==> config.mk <==
export PLATFORM = sky130hd
export DESIGN_NAME = pin_bus_responder_flat
export DESIGN_NICKNAME = d
export VERILOG_FILES = /design/src/rtl/pin_bus_responder_if.sv /design/src/rtl/pin_bus_responder.sv /design/src/flat_wrapper.sv
export SDC_FILE = /design/constraint.sdc
export NUM_CORES = 1
export LEC_CHECK = 0
export BUFFER_PORTS_ARGS = -buffer_cell sky130_fd_sc_hd__buf_2
export CELL_PAD_IN_SITES_DETAIL_PLACEMENT = 1
export CELL_PAD_IN_SITES_GLOBAL_PLACEMENT = 1
export CORE_ASPECT_RATIO = 1.75
export CORE_MARGIN = 10
export CORE_UTILIZATION = 51
export CTS_CLUSTER_SIZE = 40
export DETAILED_ROUTE_END_ITERATION = 10
export PLACE_DENSITY = 0.89
export SETUP_SLACK_MARGIN = 0.4
export SLEW_MARGIN = 20
export SYNTH_ARGS = -nofsm -noshare
export SYNTH_HDL_FRONTEND = slang
export SYNTH_SLANG_ARGS = --single-unit
==> constraint.sdc <==
create_clock -name clk -period 3.99 [get_ports clk]
set_clock_uncertainty 0.05 [all_clocks]
set_input_delay 0.399 -clock clk [delete_from_list [all_inputs] [get_ports clk]]
set_output_delay 0.399 -clock clk [all_outputs]
set_load 0.02 [all_outputs]
==> src/rtl/pin_bus_responder_if.sv <==
// Pin-level bundle between the TinyTapeout host pins and the register-file responder.
interface pin_bus_responder_if;
    logic [7:0] ui_in;
    logic [7:0] uio_in;
    logic [7:0] uo_out;
    logic [7:0] uio_out;
    logic [7:0] uio_oe;

    modport master (
        output ui_in,
        output uio_in,
        input  uo_out,
        input  uio_out,
        input  uio_oe
    );

    modport slave (
        input  ui_in,
        input  uio_in,
        output uo_out,
        output uio_out,
        output uio_oe
    );
endinterface

==> src/rtl/pin_bus_responder.sv <==
// Device-side responder for the four-phase req/ack pin protocol: 14 RW bytes,
// a transaction counter at address 14 and a constant ID at address 15.
module pin_bus_responder #(
    parameter logic [7:0] ID_VALUE = 8'hA5
) (
    input  logic                  clk,
    input  logic                  rst,
    input  logic                  ena,
    pin_bus_responder_if.slave    bus
);

    typedef enum logic [1:0] {
        IDLE   = 2'd0,
        ACCESS = 2'd1,
        ACK    = 2'd2
    } state_t;

    state_t      state_q, state_d;
    logic        s1_q, s2_q, s3_q;
    logic [3:0]  addr_q, addr_d;
    logic        we_q, we_d;
    logic [7:0]  wdata_q, wdata_d;
    logic [7:0]  rdata_q, rdata_d;
    logic [7:0]  cnt_q, cnt_d;
    logic [3:0]  last_addr_q, last_addr_d;
    logic        lww_q, lww_d;
    logic        ack_q, ack_d;
    logic        busy_q, busy_d;
    logic [7:0]  oe_q, oe_d;
    logic [7:0]  rd_out_q, rd_out_d;
    // Entries 14 and 15 are never written; the map serves them from cnt_q / ID_VALUE.
    logic [7:0]  mem_q [16];
    logic [7:0]  mem_d [16];

    logic        rise;
    logic        unused_ctrl;

    assign rise        = s2_q & ~s3_q;
    assign unused_ctrl = ^bus.ui_in[5:4];

    always_comb begin
        state_d     = state_q;
        addr_d      = addr_q;
        we_d        = we_q;
        wdata_d     = wdata_q;
        rdata_d     = rdata_q;
        cnt_d       = cnt_q;
        last_addr_d = last_addr_q;
        lww_d       = lww_q;
        mem_d       = mem_q;

        case (state_q)
            IDLE: begin
                if (rise && ena) begin
                    addr_d  = bus.ui_in[3:0];
                    we_d    = bus.ui_in[6];
                    wdata_d = bus.uio_in;
                    state_d = ACCESS;
                end
            end
            ACCESS: begin
                if (we_q) begin
                    if (addr_q <= 4'd13) begin
                        mem_d[addr_q] = wdata_q;
                    end
                end else begin
                    case (addr_q)
                        4'd14:   rdata_d = cnt_q;
                        4'd15:   rdata_d = ID_VALUE;
                        default: rdata_d = mem_q[addr_q];
                    endcase
                end
                cnt_d       = cnt_q + 8'd1;
                last_addr_d = addr_q;
                lww_d       = we_q;
                state_d     = ACK;
            end
            ACK: begin
                if (!s2_q) begin
                    state_d = IDLE;
                end
            end
            default: state_d = IDLE;
        endcase

        // Outputs are decoded from the next state so they leave a flop directly.
        ack_d    = (state_d == ACK);
        busy_d   = (state_d != IDLE);
        oe_d     = (state_d == ACK && !we_d) ? '1 : '0;
        rd_out_d = (state_d == ACK && !we_d) ? rdata_d : '0;
    end

    always_ff @(posedge clk) begin
        if (rst) begin
            state_q     <= IDLE;
            s1_q        <= 1'b1;
            s2_q        <= 1'b1;
            s3_q        <= 1'b1;
            addr_q      <= '0;
            we_q        <= 1'b0;
            wdata_q     <= '0;
            rdata_q     <= '0;
            cnt_q       <= '0;
            last_addr_q <= '0;
            lww_q       <= 1'b0;
            ack_q       <= 1'b0;
            busy_q      <= 1'b0;
            oe_q        <= '0;
            rd_out_q    <= '0;
            for (int unsigned i = 0; i < 16; i++) begin
                mem_q[i] <= '0;
            end
        end else begin
            state_q     <= state_d;
            s1_q        <= bus.ui_in[7];
            s2_q        <= s1_q;
            s3_q        <= s2_q;
            addr_q      <= addr_d;
            we_q        <= we_d;
            wdata_q     <= wdata_d;
            rdata_q     <= rdata_d;
            cnt_q       <= cnt_d;
            last_addr_q <= last_addr_d;
            lww_q       <= lww_d;
            ack_q       <= ack_d;
            busy_q      <= busy_d;
            oe_q        <= oe_d;
            rd_out_q    <= rd_out_d;
            mem_q       <= mem_d;
        end
    end

    assign bus.uo_out  = {ack_q, busy_q, lww_q, 1'b0, last_addr_q};
    assign bus.uio_out = rd_out_q;
    assign bus.uio_oe  = oe_q;

endmodule
==> src/flat_wrapper.sv <==
// flat-port wrapper written by rule: the top's interface ports become plain ports
module pin_bus_responder_flat 
#(
    parameter logic [7:0] ID_VALUE = 8'hA5
)
  (clk, rst, ena, bus_ui_in, bus_uio_in, bus_uo_out, bus_uio_out, bus_uio_oe);
  pin_bus_responder_if bus_i ();
  input  logic clk;
  input  logic rst;
  input  logic ena;
  input wire logic [$bits(bus_i.ui_in)-1:0] bus_ui_in;
  input wire logic [$bits(bus_i.uio_in)-1:0] bus_uio_in;
  output wire logic [$bits(bus_i.uo_out)-1:0] bus_uo_out;
  output wire logic [$bits(bus_i.uio_out)-1:0] bus_uio_out;
  output wire logic [$bits(bus_i.uio_oe)-1:0] bus_uio_oe;
  assign bus_i.ui_in = bus_ui_in;
  assign bus_i.uio_in = bus_uio_in;
  assign bus_uo_out = bus_i.uo_out;
  assign bus_uio_out = bus_i.uio_out;
  assign bus_uio_oe = bus_i.uio_oe;
  pin_bus_responder #(.ID_VALUE(ID_VALUE)) u_core (.clk(clk), .rst(rst), .ena(ena), .bus(bus_i));
endmodule
==> run_results.csv, run 1 <==
group,metric,value,unit
outcome,status,"complete, no violations",
timing,min_period,2530,ps
final_layout,n_antenna_cell,0,
pwr,ir_drop,238,µV
timing,fin_crit_sh,63.4,%
logic_synthesis,async_reset_ff_share,0,%
pwr,power,0.00319,W
timing,hold_viol_final,0,
pwr,p_int,0.00248,W
logic_synthesis,synth_nets,744,
die,core,13500,µm²
timing,slew_headroom,25.1,%
logic_synthesis,synth_flop_cell,"dfxtp_1",
min_path,hp-class,"primary input to flip-flop",
logic_synthesis,synth_area_leaders,"dfxtp_1 (46%), mux2i_1 (23%), nor2_1 (6.8%)",
worst_setup_path,critPathCaptureType,"flip-flop",
final_layout,drive_above_1_share,14.1,%
pwr,combPwrFrac,2.0,%
pwr,p_per_area,411,nW/µm²
die,die_area,19200,µm²
global_routing,antenna_found_initial,0,
detailed_routing,first_pass_iters,4,
logic_synthesis,ys_seq_elements,162,
clocking,post-cts-setup-buffer-count,0,
placement,port_buffers,39,
final_layout,final_nets,740,
detailed_routing,initialDrtViolationCount,337,
final_layout,synthToLayoutAreaGrowth,9.43,%
die,die_w,109,µm
logic_synthesis,synth.top_cell.area_share,45.8,%
logic_synthesis,synth_edf_count,0,
timing,setup_tns,0,ps
placement,dp_hpwl,13000,µm
timing,setup_violations,0,
global_routing,grt_pass1_vias,6074,
logic_synthesis,yosys_warnings,0,
pwr,p_switching,0.000711,W
detailed_routing,final_antenna_net_count,0,
min_path,hold_depth,2,
clocking,cts_tree,"yes",
die,io_pins,43,
logic_synthesis,seq_area_frac_synth,45.8,%
pwr,p_sw_share,22.3,%
detailed_routing,routed-via-count,5442,
logic_synthesis,yosysMostFrequentCell,"dfxtp_1",
worst_setup_path,rrSetupSlack,1460,ps
flow_run,drv_cap,0,
detailed_routing,met2_length,10900,µm
global_routing,overflow,0,
die,start_util,52.4,%
detailed_routing,met3_length,758,µm
die,std_cell_rows,56,
logic_synthesis,yosys.area.top_type,"dfxtp_1",
final_layout,ff_latch_area,3250,µm²
clocking,clock_path_buffers,2,
worst_setup_path,cp_max_fo,74,
clocking,clk_pin_slew,60,ps
placement,place.gp.congestion,0.850,
pwr,seq_power_share,51.2,%
die,fp.dieH,176,µm
global_routing,grt_pass1_wl,32000,µm
worst_setup_path,required,4220,ps
min_path,whs_endpoint,"u_core.s1_q",
worst_setup_path,reg2reg_from,"u_core.addr_q[1]",
timing,rsz0062_at_grt,"false",
logic_synthesis,yosys-top-cells-count,"dfxtp_1 (162), mux2i_1 (160), nor2_1 (129)",
detailed_routing,drcViolationCount,0,
clocking,ctsHoldBuffers,0,
logic_synthesis,synth_area,7080,µm²
logic_synthesis,synthCells,724,
detailed_routing,viasPerCell,6.01,
logic_synthesis,synth_area_per_cell,9.78,µm²
pwr,clkPwrFrac,46.8,%
worst_setup_path,start_kind,"flip-flop",
worst_setup_path,r2r_cells,4,
timing,tightestPinTransition,1120,ps
clocking,cts_made_buffers,17,
worst_setup_path,worstPathArrival,2760,ps
detailed_routing,wirelength,19900,µm
pwr,power.leakage,3.18,nW
final_layout,nFillCells,1501,
min_path,hold_start,"bus_ui_in[7]",
clocking,clk_latency,430,ps
worst_setup_path,worst-setup-path-type,"flip-flop to flip-flop",
final_layout,multi_input_area,3490,µm²
timing,maxSlewViolCount,0,
global_routing,grt_max_degree,75,
detailed_routing,top_layer_used,"met4",
logic_synthesis,synth.distinct_cells,51,
detailed_routing,wl_met1,7390,µm
clocking,cts.sinks,162,
global_routing,track_usage,21.0,%
worst_setup_path,r2r-end,"u_core.mem_q[112]",
timing,fmax,0.395,GHz
clocking,ctsHtreeMaxLevel,4,
detailed_routing,wire_per_inst,22.0,µm
clocking,cts_resized,0,
clocking,root_buffer,"clkbuf_16",
-- critical path: stages, from the launching register on --
cell,delay (ps)
dfxtp_4,1060
and4bb_1,330
nand3_1,550
mux2i_1,270
nor2_1,70
-- layout by cell type (no fill, tap or decap), types with 11 or more instances in the layout --
master	instances
nor2_1	128
dfxtp_1	161
o21ai_0	12
clkbuf_16	17
a22oi_1	15
nor2b_1	11
nand2_1	31
a21oi_1	22
buf_2	38
mux2i_1	160
-- per-layer routing --
layer  GRT usage (%)  vias to the layer above
li1                -                     2513
met1            21.9                     2713
met2            37.4                      150
met3            4.51                       66
met4            12.0                        0
met5               0                        -
-- kinds of logic after synthesis --
kind of cell | count (synthesis) | share of synthesized area [%]
simple gates | 230 | 16.3
xor+xnor | 6 | 0.742
flops | 162 | 45.8
mux | 164 | 23.7
compound gates | 87 | 8.18
other cells | 1 | 0.0529
buf+inv | 73 | 5.09
fa+ha+maj | 1 | 0.177
-- power by group through the flow --
stage	combinational [W]	clock [W]	sequential, W
2_1_floorplan	0.0000515	0	0.00166
3_3_place_gp	0.0000596	0	0.00167
3_5_place_dp	0.0000624	0	0.00167
4_1_cts	0.0000630	0.00150	0.00163
5_1_grt	0.0000683	0.00157	0.00163
6_report	0.0000636	0.00149	0.00163
-- stage by stage --
step	util [%]	worst slack (ps)	hold WS [ps]	cells	area, µm²
floorplan	-	2360	339	724	7080
global placement	53.4	1550	344	875	7220
detailed placement	53.4	1380	373	875	7220
CTS	57.3	1350	95.3	906	7750
global route	57.3	1360	102	906	7750
finish	57.3	1460	99.8	906	7750
-- registers in the layout (all words and copies together), names as in the netlist --
signal,count
u_core.mem_q,112
u_core.bus.uio_out,8
u_core.cnt_q,8
u_core.rdata_q,8
u_core.wdata_q,8
u_core.addr_q,4
u_core.last_addr_q,4
u_core.state_q,2
u_core.ack_q,1
u_core.bus.uio_oe,1
u_core.busy_q,1
u_core.lww_q,1
u_core.s1_q,1
u_core.s2_q,1
u_core.s3_q,1
u_core.we_q,1
-- layout make-up --
| type | count | share of cell area [%] |
|---|---|---|
| well taps | 174 | 2.81 |
| clock inverters | 9 | 0.759 |
| flip-flops and latches | 162 | 41.9 |
| multi-input cells | 489 | 45.0 |
| inverters | 4 | 0.194 |
| clock buffers | 22 | 6.12 |
| repair buffers | 46 | 3.23 |
-- worst max path at each step --
stage	slack [ps]	from	endpoint
after floorplan	2360	u_core.addr_q[0]	u_core.mem_q[88]
after global placement	1550	u_core.addr_q[2]	u_core.mem_q[47]
after detailed placement	1380	u_core.addr_q[2]	u_core.mem_q[40]
after CTS	1350	u_core.addr_q[2]	u_core.mem_q[40]
after global routing	1360	u_core.addr_q[1]	u_core.rdata_q[5]
final	1460	u_core.addr_q[1]	u_core.mem_q[112]
Power figures use the tool's default switching activity.
==> run 2, diff against run 1 <==
--- a/config.mk
+++ b/config.mk
@@ -10,10 +10,10 @@
 export CELL_PAD_IN_SITES_GLOBAL_PLACEMENT = 1
 export CORE_ASPECT_RATIO = 1.75
 export CORE_MARGIN = 10
-export CORE_UTILIZATION = 51
+export CORE_UTILIZATION = 47
 export CTS_CLUSTER_SIZE = 40
 export DETAILED_ROUTE_END_ITERATION = 10
-export PLACE_DENSITY = 0.89
+export PLACE_DENSITY = 0.84
 export SETUP_SLACK_MARGIN = 0.4
 export SLEW_MARGIN = 20
 export SYNTH_ARGS = -nofsm -noshare
==> constraint.sdc (replaced) <==
create_clock -name clk -period 2.64 [get_ports clk]
set_clock_uncertainty 0.05 [all_clocks]
set_input_delay 0.264 -clock clk [delete_from_list [all_inputs] [get_ports clk]]
set_output_delay 0.264 -clock clk [all_outputs]
set_load 0.02 [all_outputs]
==> run 2 against run 1 <==
  * Flip-flop and latch count stayed put
  * Non-clock buffer count up 13
  * Worst hold slack worse by 81 ps
  * Core utilization fell by 3.9 points
  * Register-to-register slack worse by 950 ps
  * Critical path depth up 1
  * Final area up 2.2%
  * Fmax grew 19%
  * Final cell count grew 2.5%
  * Clock power rose by 59%
  * Die area is 7.2% higher
  * Combinational power is 60% higher
  * Critical path type unchanged
  * Critical endpoint is now u_core.bus.uio_out[1]
  * Highest routed layer unchanged
==> run_results.csv, run 2 (synthesis gave the netlist of run 1 again) <==
group,metric,value,unit
timing,tightestPinTransition,941,ps
timing,min_period,2130,ps
clocking,clock_path_buffers,2,
pwr,p_per_area,623,nW/µm²
detailed_routing,first_pass_iters,4,
timing,fmax,0.469,GHz
die,core,14800,µm²
global_routing,track_usage,19.5,%
worst_setup_path,critPathCaptureType,"flip-flop",
detailed_routing,wirelength,20200,µm
pwr,ir_drop,320,µV
clocking,root_buffer,"clkbuf_16",
timing,maxSlewViolCount,0,
global_routing,grt_pass1_vias,6051,
placement,dp_hpwl,13700,µm
final_layout,regMostFlops,"u_core.mem_q",
die,std_cell_rows,59,
clocking,clk_pin_slew,70,ps
die,io_pins,43,
clocking,cts.sinks,162,
clocking,ctsHtreeMaxLevel,4,
final_layout,final_common_cell,"dfxtp_1",
final_layout,utilization,53.4,%
final_layout,final_nets,753,
placement,port_buffers,39,
worst_setup_path,worst-setup-path-type,"flip-flop to flip-flop",
final_layout,largest_reg_flops,112,
global_routing,grt_max_degree,64,
global_routing,overflow,0,
die,die_w,113,µm
pwr,power.leakage,3.27,nW
global_routing,grt_pass1_wl,32300,µm
worst_setup_path,required,2930,ps
clocking,cts_made_buffers,17,
timing,fin_crit_sh,80.7,%
die,fp.dieH,182,µm
timing,rsz0062_at_grt,"false",
placement,place.gp.congestion,0.840,
detailed_routing,drcViolationCount,0,
final_layout,final_cell_mix,"dfxtp_1 (161), mux2i_1 (160), nor2_1 (128)",
final_layout,n_antenna_cell,0,
clocking,clk_latency,430,ps
flow_run,drv_cap,0,
detailed_routing,initialDrtViolationCount,315,
detailed_routing,final_antenna_net_count,0,
timing,setup_violations,0,
clocking,post-cts-setup-buffer-count,0,
final_layout,nFillCells,1660,
outcome,status,"complete, no violations",
timing,hold_viol_final,0,
global_routing,antenna_found_initial,0,
die,start_util,47.7,%
timing,setup_tns,0,ps
detailed_routing,routed-via-count,5506,
min_path,hp-class,"primary input to flip-flop",
worst_setup_path,start_kind,"flip-flop",
detailed_routing,wire_per_inst,21.8,µm
timing,slew_headroom,37.2,%
die,die_area,20600,µm²
worst_setup_path,worstPathArrival,2420,ps
final_layout,drive_above_1_share,15.5,%
detailed_routing,viasPerCell,5.93,
clocking,cts_tree,"yes",
final_layout,synthToLayoutAreaGrowth,11.8,%
worst_setup_path,cp_max_fo,40,
==> run 2: changes by cell type in the layout (fill, tap and decap cells not counted) <==
cell,before,now
buf_4,8,18
clkinvlp_4,4,5
bufinv_16,0,1
buf_12,0,2
clkinv_2,4,2
dlygate4sd3_1,0,1
inv_6,0,2
clkbuf_8,3,2
==> run 2: per-layer routing <==
layer	share of wire, %	wire length [µm]	global-route usage (%)
met1	38	7660	19.8
met2	55	11100	36.1
met3	3.7	755	4.17
met4	3.6	729	9.99
met5	0	0	0
==> run 2: cell type report <==
type | instances | area, µm² | area share, %
sequential | 162 | 3250 | 41.0
clock inverter | 11 | 104 | 1.31
inverter | 4 | 15.0 | 0.190
multi-input combinational | 489 | 3490 | 44.1
timing repair buffer | 59 | 375 | 4.74
clock buffer | 21 | 460 | 5.81
tap | 183 | 229 | 2.89
==> run 2: what timing repair did <==
item / CTS / global route
resized for setup: 1 / 0
hold buffers: 1 / 0
setup endpoints to repair: 8 / 0
hold endpoints to repair: 1 / 0
==> run 2: path summary, 6_finish.rpt <==
| path | from | endpoint | slack [ps] | cells after the start |
|---|---|---|---|---|
| min | bus_ui_in[3] | u_core.addr_q[3] | 20 | 3 |
| max reg2reg | u_core.addr_q[1] | u_core.bus.uio_out[1] | 510 | 5 |
| max | u_core.addr_q[1] | u_core.bus.uio_out[1] | 510 | 5 |
| min reg2reg | u_core.s1_q | u_core.s2_q | 380 | 1 |
==> run 2: per-stage QoR <==
stage	setup slack, ps	hold slack, ps	cells	area [µm²]	power [W]
floorplan	1010	318	724	7080	0.00259
global placement	407	344	896	7340	0.00261
detailed placement	273	354	896	7340	0.00262
CTS	563	18.4	929	7920	0.00496
global route	420	32.8	929	7920	0.00507
finish	509	19.1	929	7920	0.00493
==> run 2: critical path: stages, from the launching register on <==
cell and delay [ps]:
dfxtp_4 660, buf_12 320, mux2i_1 140, a22oi_1 340
o2111ai_1 230, a31oi_1 240
==> run 2: where the power goes <==
group          switching, W  internal [W]
Combinational     0.0000697     0.0000321
Sequential        0.0000147       0.00245
Clock               0.00102       0.00135
Total               0.00110       0.00383
==> run 3, diff against run 2 <==
==> constraint.sdc (replaced) <==
create_clock -name clk -period 2.1 [get_ports clk]
set_clock_uncertainty 0.05 [all_clocks]
set_input_delay 0.21 -clock clk [delete_from_list [all_inputs] [get_ports clk]]
set_output_delay 0.21 -clock clk [all_outputs]
set_load 0.02 [all_outputs]
==> run 3 against run 2 <==
  * Clock power grew 34%
  * Final cell count grew 6.1%
  * Setup slack lost 420 ps
  * Worst hold slack lost 2.5 ps
  * Combinational power grew 83%
  * Highest routed layer unchanged
  * Global-route usage grew 3.0 points
  * Largest cell class unchanged
  * Sequential share of layout area shrank 4.4 points
  * Die area is the same
  * First-iteration DRC count grew 46%
  * Non-clock buffer count grew 57
==> run_results.csv, run 3 (synthesis gave the netlist of run 1 again) <==
group,metric,value,unit
worst_setup_path,rrSetupSlack,80,ps
pwr,p_per_area,724,nW/µm²
global_routing,grt_pass1_vias,6512,
die,start_util,47.7,%
worst_setup_path,cp_num_buf_inv,1,
timing,rsz0062_at_grt,"true",
clocking,ctsHtreeMaxLevel,4,
worst_setup_path,crit_slowest_cell,"nor4b_4",
placement,dp_hpwl,13500,µm
flow_run,drv_cap,0,
global_routing,overflow,0,
clocking,clk_pin_slew,70,ps
detailed_routing,initialDrtViolationCount,459,
worst_setup_path,worstPathArrival,2250,ps
placement,place_area,7430,µm²
worst_setup_path,critPathCaptureType,"flip-flop",
final_layout,final_area,8920,µm²
timing,min_period,2020,ps
clocking,cts_made_buffers,17,
final_layout,ff_latch_area,3270,µm²
placement,port_buffers,39,
clocking,root_buffer,"clkbuf_16",
worst_setup_path,path_delay_family,"simple AND/OR/NAND/NOR gates",
timing,setup_tns,0,ps
worst_setup_path,cp_max_fo,8,
timing,tightestPinTransition,737,ps
clocking,clock_path_buffers,2,
global_routing,track_usage,22.5,%
placement,place.gp.congestion,0.821,
detailed_routing,routed-via-count,6225,
final_layout,multi_input_area,3810,µm²
timing,maxSlewViolCount,0,
timing,slew_headroom,50.8,%
worst_setup_path,start_kind,"flip-flop",
global_routing,grt_max_degree,151,
detailed_routing,drcViolationCount,0,
final_layout,final_common_cell,"dfxtp_1",
min_path,hp-class,"primary input to flip-flop",
detailed_routing,wire_per_inst,27.5,µm
detailed_routing,wirelength,27200,µm
die,io_pins,43,
final_layout,n_antenna_cell,0,
die,core,14800,µm²
global_routing,grt_pass1_wl,36700,µm
die,std_cell_rows,59,
final_layout,largest_reg_flops,112,
detailed_routing,final_antenna_net_count,0,
timing,worst_slack,84.8,ps
final_layout,drive_above_1_share,26.5,%
placement,dp_slack,130,ps
detailed_routing,viasPerCell,6.31,
timing,fmax,0.496,GHz
final_layout,regMostFlops,"u_core.mem_q",
outcome,status,"complete, no violations",
worst_setup_path,cp_slowest_stage_delay,470,ps
detailed_routing,first_pass_iters,4,
final_layout,final_cell_mix,"dfxtp_1 (155), mux2i_1 (149), nor2_1 (127)",
worst_setup_path,required,2340,ps
die,die_area,20600,µm²
worst_setup_path,worst-setup-path-type,"flip-flop to flip-flop",
worst_setup_path,path_cells,"nand4bb_4, nor4b_4, buf_6, mux2i_2, nor2_1",
die,die_w,113,µm
clocking,cts_tree,"yes",
clocking,cts.sinks,162,
final_layout,nFillCells,1570,
global_routing,antenna_found_initial,0,
timing,fin_crit_sh,96.0,%
die,fp.dieH,182,µm
final_layout,final_nets,810,
timing,setup_violations,0,
pwr,power.leakage,3.59,nW
timing,hold_viol_final,0,
pwr,ir_drop,815,µV
final_layout,synthToLayoutAreaGrowth,25.9,%
clocking,clk_latency,440,ps
## run 3: cell types whose count changed in the layout (fill, tap and decap cells not counted), sizes merged
| cell | delta |
|---|---|
| clkbuf | +2 |
| dlygate4sd3 | +13 |
| buf | +42 |
| clkinvlp | -1 |
| clkinv | -3 |
| inv | +4 |
## run 3: repair_timing
| action | 4_1_cts | 5_1_grt |
|---|---|---|
| pin swaps | 5 | 32 |
| cloned | 0 | 2 |
| endpoints found under the setup margin | 116 | 99 |
| setup buffers | 13 | 19 |
| gates resized for setup | 35 | 65 |
| hold buffers | 14 | 0 |
| endpoints found under the hold margin | 14 | 0 |
## run 3: final timing paths
kind,from,to,cells past startpoint
setup / recovery,u_core.state_q[1],u_core.mem_q[90],5
hold / removal,bus_ui_in[2],u_core.addr_q[2],3
setup reg to reg,u_core.state_q[1],u_core.mem_q[90],5
hold reg to reg,u_core.s1_q,u_core.s2_q,1
## run 3: cell type report
cell class                 instances  share of cell area, %
tap                              183                   2.57
inverter                           4                  0.168
multi-input combinational        489                   42.8
clock inverter                    11                   1.32
clock buffer                      21                   5.28
sequential                       162                   36.6
timing repair buffer             116                   11.3
## run 3: per-stage QoR
stage | hold slack (ps) | cells | util (%) | power [W]
after detailed placement | 355 | 906 | 50.1 | 0.00330
after floorplan | 264 | 724 | - | 0.00325
final | 16.6 | 986 | 60.1 | 0.00645
after global placement | 342 | 906 | 50.1 | 0.00329
after global routing | 30.2 | 986 | 60.1 | 0.00658
after CTS | 49.8 | 965 | 56.6 | 0.00641
## run 3: worst min-delay path, stage by stage
cell	delay, ps
buf_2	90
mux2i_1	90
nor2_1	90
## run 3: where the power goes
part | switching (W) | internal (W) | total (W)
sequential | 0.0000183 | 0.00307 | 0.00309
clock | 0.00142 | 0.00176 | 0.00317
combinational | 0.000113 | 0.0000735 | 0.000187
total | 0.00155 | 0.00490 | 0.00645
## run 3: routing by layer
layer  vias up  track usage [%]  routed length [µm]  part of all wire, %
li1       2662                -                   -                    -
met1      3075             22.2                9400                   35
met2       334             41.7               14000                   52
met3       154             4.96                1480                  5.4
met4         0             12.9                2240                  8.2
met5         -                0                   0                    0
